`src/rtl/approx_adder_error_monitor.sv`:
```
// Error monitor for approximate adders: recomputes the exact sum,
// accumulates error statistics over a programmed number of samples.
module approx_adder_error_monitor #(
  parameter int IN_W  = 2,
  parameter int OUT_W = 3,
  parameter int ET    = 1,
  parameter int CNT_W = 16,
  parameter int ACC_W = 24
) (
  input  logic             clk,
  input  logic             rst,
  input  logic             start,
  input  logic [CNT_W-1:0] target,
  input  logic             in_valid,
  output logic             in_ready,
  input  logic [IN_W-1:0]  in_a,
  input  logic [IN_W-1:0]  in_b,
  input  logic [OUT_W-1:0] in_approx,
  output logic             viol_pulse,
  output logic             done,
  output logic [CNT_W-1:0] stat_samples,
  output logic [ACC_W-1:0] stat_err_sum,
  output logic [OUT_W-1:0] stat_max_err,
  output logic [CNT_W-1:0] stat_viol
);

  typedef enum logic [1:0] {
    IDLE, RUN, DRAIN, DONE
  } state_t;

  state_t state_q, state_d;

  logic [CNT_W-1:0] acc_cnt_q, acc_cnt_d;
  logic [CNT_W-1:0] tgt_q, tgt_d;
  logic [CNT_W-1:0] acc_inc;

  logic             s1_v_q;
  logic [IN_W-1:0]  a_q, b_q;
  logic [OUT_W-1:0] approx_q;

  logic             s2_v_q;
  logic [OUT_W-1:0] err_q;
  logic             viol_q;

  logic [CNT_W-1:0] samp_q;
  logic [ACC_W-1:0] sum_q;
  logic [OUT_W-1:0] max_q;
  logic [CNT_W-1:0] viol_cnt_q;
  logic             vp_q;

  logic             start_ok;
  logic             accept;
  logic [OUT_W-1:0] exact_w;
  logic [OUT_W-1:0] err_w;
  logic             viol_w;
  logic [ACC_W:0]   sum_w;

  assign in_ready = (state_q == RUN);
  assign accept   = in_valid & in_ready;
  assign start_ok = start & ((state_q == IDLE) | (state_q == DONE));
  assign acc_inc  = acc_cnt_q + CNT_W'(1);

  always_comb begin
    state_d   = state_q;
    acc_cnt_d = acc_cnt_q;
    tgt_d     = tgt_q;
    if (start_ok) begin
      tgt_d     = target;
      acc_cnt_d = '0;
      state_d   = (target == '0) ? DONE : RUN;
    end else begin
      unique case (state_q)
        RUN: begin
          if (accept) begin
            acc_cnt_d = acc_inc;
            if (acc_inc == tgt_q) state_d = DRAIN;
          end
        end
        DRAIN: begin
          if (!s1_v_q && !s2_v_q) state_d = DONE;
        end
        default: ;
      endcase
    end
  end

  // exact sum is IN_W+1 bits wide, i.e. exactly OUT_W
  assign exact_w = {1'b0, a_q} + {1'b0, b_q};
  assign err_w   = (exact_w >= approx_q) ? (exact_w - approx_q)
                                         : (approx_q - exact_w);
  assign viol_w  = 32'(err_w) > 32'(ET);
  assign sum_w   = {1'b0, sum_q}
                 + {{(ACC_W+1-OUT_W){1'b0}}, err_q};

  always_ff @(posedge clk) begin
    if (rst) begin
      state_q    <= IDLE;
      acc_cnt_q  <= '0;
      tgt_q      <= '0;
      s1_v_q     <= 1'b0;
      a_q        <= '0;
      b_q        <= '0;
      approx_q   <= '0;
      s2_v_q     <= 1'b0;
      err_q      <= '0;
      viol_q     <= 1'b0;
      samp_q     <= '0;
      sum_q      <= '0;
      max_q      <= '0;
      viol_cnt_q <= '0;
      vp_q       <= 1'b0;
    end else begin
      state_q   <= state_d;
      acc_cnt_q <= acc_cnt_d;
      tgt_q     <= tgt_d;
      s1_v_q    <= accept;
      if (accept) begin
        a_q      <= in_a;
        b_q      <= in_b;
        approx_q <= in_approx;
      end
      s2_v_q <= s1_v_q;
      if (s1_v_q) begin
        err_q  <= err_w;
        viol_q <= viol_w;
      end
      vp_q <= s2_v_q & viol_q;
      if (start_ok) begin
        samp_q     <= '0;
        sum_q      <= '0;
        max_q      <= '0;
        viol_cnt_q <= '0;
        vp_q       <= 1'b0;
      end else if (s2_v_q) begin
        samp_q <= samp_q + CNT_W'(1);
        sum_q  <= sum_w[ACC_W] ? '1 : sum_w[ACC_W-1:0];
        if (err_q > max_q) max_q <= err_q;
        if (viol_q && viol_cnt_q != '1)
          viol_cnt_q <= viol_cnt_q + CNT_W'(1);
      end
    end
  end

  assign done         = (state_q == DONE);
  assign viol_pulse   = vp_q;
  assign stat_samples = samp_q;
  assign stat_err_sum = sum_q;
  assign stat_max_err = max_q;
  assign stat_viol    = viol_cnt_q;

endmodule

```
`config.mk`:
```
export PLATFORM = sky130hd
export DESIGN_NAME = approx_adder_error_monitor
export DESIGN_NICKNAME = d
export VERILOG_FILES = /design/src/rtl/approx_adder_error_monitor.sv
export SDC_FILE = /design/constraint.sdc
export NUM_CORES = 1
export LEC_CHECK = 0
export ABC_AREA = 1
export ABC_CLOCK_PERIOD_IN_PS = 2800
export CAP_MARGIN = 30
export CORE_ASPECT_RATIO = 1.1
export CORE_MARGIN = 2
export CORE_UTILIZATION = 56
export CTS_BUF_LIST = sky130_fd_sc_hd__clkbuf_8
export CTS_CLUSTER_SIZE = 8
export DETAILED_ROUTE_END_ITERATION = 10
export GPL_ROUTABILITY_DRIVEN = 1
export PLACE_DENSITY = 0.82
export SLEW_MARGIN = 5
export SYNTH_ARGS = -nofsm -noshare
export SYNTH_HDL_FRONTEND = slang
export SYNTH_SLANG_ARGS = --single-unit
```
`constraint.sdc`:
```
create_clock -name clk -period 2.8 [get_ports clk]
set_clock_uncertainty 0.15 [all_clocks]
set_input_delay 0.56 -clock clk [delete_from_list [all_inputs] [get_ports clk]]
set_output_delay 0.56 -clock clk [all_outputs]
set_load 0.02 [all_outputs]
```
==> impl_metrics.json <==
{
  "syn_inst": 804,
  "timing.setup.tns_ps": 0,
  "via_count": 5641,
  "grt-ovfl-total": 0,
  "cts_root_buf": "clkbuf_8",
  "yosysSeqAreaShare_pct": 38.2,
  "drc_errors": 0,
  "area_growth_pct": 21.2,
  "p_leak_nw": 2.64,
  "async_flop_share_pct": 0,
  "cp-endpoint": "stat_err_sum[12]$_SDFFE_PP0P_",
  "ys_types": 41,
  "fmax_ghz": 0.416,
  "worstSetupPathType": "flip-flop to flip-flop",
  "synth.avg_cell_area_sq_um": 6.98,
  "crit_chain": "ha_1 > fa_1 > a21oi_1 > nor2_2 > nand4_2 > nor2_2 > nand3_1 > buf_4 > a21oi_1",
  "outcome": "finished, final reports clean",
  "wl_per_cell_microns": 13.4,
  "drt_iter0_drc": 258,
  "register_area_sq_mm": 0.00214,
  "fill_cells": 847,
  "std_cell_rows": 38,
  "tightest_slew_ps": 614,
  "relSlewSlack_pct": 58.7,
  "synth-main-ff-cell": "dfxtp_1",
  "grt_pass1_wl_mm": 22.3,
  "routed_wirelength_mm": 13.6,
  "vias_per_cell": 5.56,
  "synth-edff-count": 0,
  "grt_pass1_vias": 5204,
  "hold_viol": 0,
  "rsz0062_at_grt": "no",
  "fin_util_pct": 69.5,
  "cts_tree": "yes",
  "worst_setup_path_start_kind": "flip-flop",
  "place.gp.congestion": 0.895,
  "r2r_cells": 9,
  "multiInputGateArea_sq_mm": 0.00295,
  "final_net_count": 939,
  "syn_area_sq_mm": 0.00561,
  "r2r_end": "stat_err_sum[12]$_SDFFE_PP0P_",
  "critPathArrivalTime_ps": 2550,
  "drt_pre_antenna_iters": 5,
  "clk_pin_slew_ps": 100,
  "io_buffers": 88,
  "core-area_sq_mm": 0.00979,
  "numCtsBuffers": 9,
  "vdd_ir_drop_max_uv": 424,
  "dieWidth_microns": 99.5,
  "hpwl_mm": 10.2,
  "finalMaxSlewViolations": 0,
  "rrSetupSlack_ps": 400,
  "ant_nets": 0,
  "initial_utilization_pct": 57.3,
  "htreeDepth": 3,
  "cp_max_fo": 12,
  "synth_most_common_cell": "nand2_1",
  "cts_post_setup_buffers_inserted": 0,
  "synth_common_cells": "nand2_1, inv_1, dfxtp_1",
  "cts_resized": 0,
  "min_period_ps": 2400,
  "period_share_pct": 85.9,
  "synth_nets": 852,
  "startpoint": "stat_err_sum[0]$_SDFFE_PP0P_",
  "synthTopCellsByArea": "dfxtp_1, nand2_1, inv_1",
  "p_per_area_mw_per_mm2": 539,
  "cp_slowest_cell": "dfxtp_1",
  "setup_viol": 0,
  "yosys_warnings": 0,
  "cp_slowest_stage_delay_ps": 360,
  "num_io_pins": 89,
  "cap_violations": 0,
  "yosys_register_bits": 107,
  "cts.path.max_buffers": 2,
  "synth_area_leader_cell": "dfxtp_1",
  "synth_top_area_share_pct": 38.2,
  "grt_usage_pct": 25.1,
  "cts.sinks": 107,
  "worstHoldPathType": "flip-flop to flip-flop",
  "antenna_found_initial": 0,
  "n_antenna_cell": 0,
  "r2r_start": "stat_err_sum[0]$_SDFFE_PP0P_",
  "postCtsHoldBufs": 0,
  "grt_max_degree": 37,
  "insertion_delay_ps": 370,
  "drive_gt1_share_pct": 5.70,
  "crit_required_ps": 2950,
  "die_h_microns": 109,
  "cp-end-kind": "flip-flop",
  "dieArea_sq_mm": 0.0108
}
-- worst min-delay path by stage --
stage | startpoint | end | slack, ps | cells after the start
global route | tgt_q[13]$_SDFFE_PP0P_ | tgt_q[13]$_SDFFE_PP0P_ | 350 | 2
global placement | stat_samples[15]$_SDFFE_PP0P_ | stat_samples[15]$_SDFFE_PP0P_ | 300 | 2
floorplan | approx_q[2]$_SDFFE_PP0P_ | approx_q[2]$_SDFFE_PP0P_ | 280 | 2
CTS | tgt_q[13]$_SDFFE_PP0P_ | tgt_q[13]$_SDFFE_PP0P_ | 330 | 2
detailed placement | tgt_q[13]$_SDFFE_PP0P_ | tgt_q[13]$_SDFFE_PP0P_ | 310 | 2
finish | tgt_q[13]$_SDFFE_PP0P_ | tgt_q[13]$_SDFFE_PP0P_ | 330 | 2
-- worst max-delay path, delay by kind of cell, from the launching register on --
family,cells,cell delay [ps]
AO/OA/AOI/OAI,2,280
adder cells (fa/ha/maj),2,440
buffers and inverters,1,290
flip-flops,1,360
AND/OR/NAND/NOR,4,810
-- cells in the final DEF (no fill, tap or decap), types with 2 or more instances in the layout --
master,n
a211oi_1,3
a21oi_1,77
a21oi_2,2
a31oi_1,4
and3_1,3
buf_4,10
clkbuf_8,11
clkdlybuf4s50_1,88
clkinv_1,2
clkinv_2,3
dfxtp_1,107
fa_1,4
ha_1,17
inv_1,112
inv_2,2
nand2_1,159
nand2_2,3
nand3_1,57
nand3b_1,3
nand4_1,11
nor2_1,64
nor2_2,9
nor2_4,4
nor3_1,19
nor3b_1,3
nor4_1,14
o211ai_1,5
o21a_1,4
o21ai_0,64
xnor2_1,9
xor2_1,9
-- cell families (layout without fill, tap and decap cells) --
logic type,Yosys count,after routing,share of synthesized area [%]
simple gates,353,353,28.4
xor+xnor,18,18,2.81
buf+inv,138,228,9.27
compound gates,167,167,16.1
flops,107,107,38.2
fa+ha+maj,21,21,5.22
-- cell type report --
| cell class | count | area share, % |
|---|---|---|
| Multi-Input combinational cell | 559 | 43.4 |
| Inverter | 116 | 6.40 |
| Timing Repair Buffer | 98 | 14.0 |
| Tap cell | 120 | 2.21 |
| Clock buffer | 11 | 2.23 |
| Sequential cell | 107 | 31.5 |
| Clock inverter | 3 | 0.221 |
-- power breakdown --
part,leakage (nW),internal (mW),switching (mW),total [mW]
clock network,0.0908,0.359,0.499,0.858
registers,0.867,1.67,0.122,1.80
logic,1.68,0.385,0.631,1.02
-- layer usage --
layer | track usage [%] | vias up | wire [microns]
met5 | 0 | - | 0
met4 | 9.88 | 0 | 395
met3 | 4.87 | 31 | 726
met2 | 45.3 | 177 | 6710
met1 | 29.4 | 2617 | 5790
li1 | - | 2816 | -
-- through the flow --
stage | total power [mW] | setup WS [ps] | std cells | area, sq um | hold WS (ps)
6_report | 3.67 | 395 | 1014 | 6800 | 325
3_3_place_gp | 2.78 | 464 | 1000 | 6640 | 299
2_1_floorplan | 2.53 | 463 | 804 | 5610 | 285
4_1_cts | 3.68 | 384 | 1014 | 6800 | 327
5_1_grt | 3.90 | 186 | 1014 | 6800 | 347
3_5_place_dp | 2.83 | 426 | 1000 | 6640 | 313
-- registers in the layout, summed over array words and instances, names as in the netlist --
register      count
stat_samples     16
stat_max_err      3
state_q           2
s2_v_q            1
stat_viol        16
acc_cnt_q        16
s1_v_q            1
viol_q            1
viol_pulse        1
stat_err_sum     24
tgt_q            16
b_q               2
a_q               2
approx_q          3
err_q             3
Note: power is estimated with default switching activity, not from simulation.
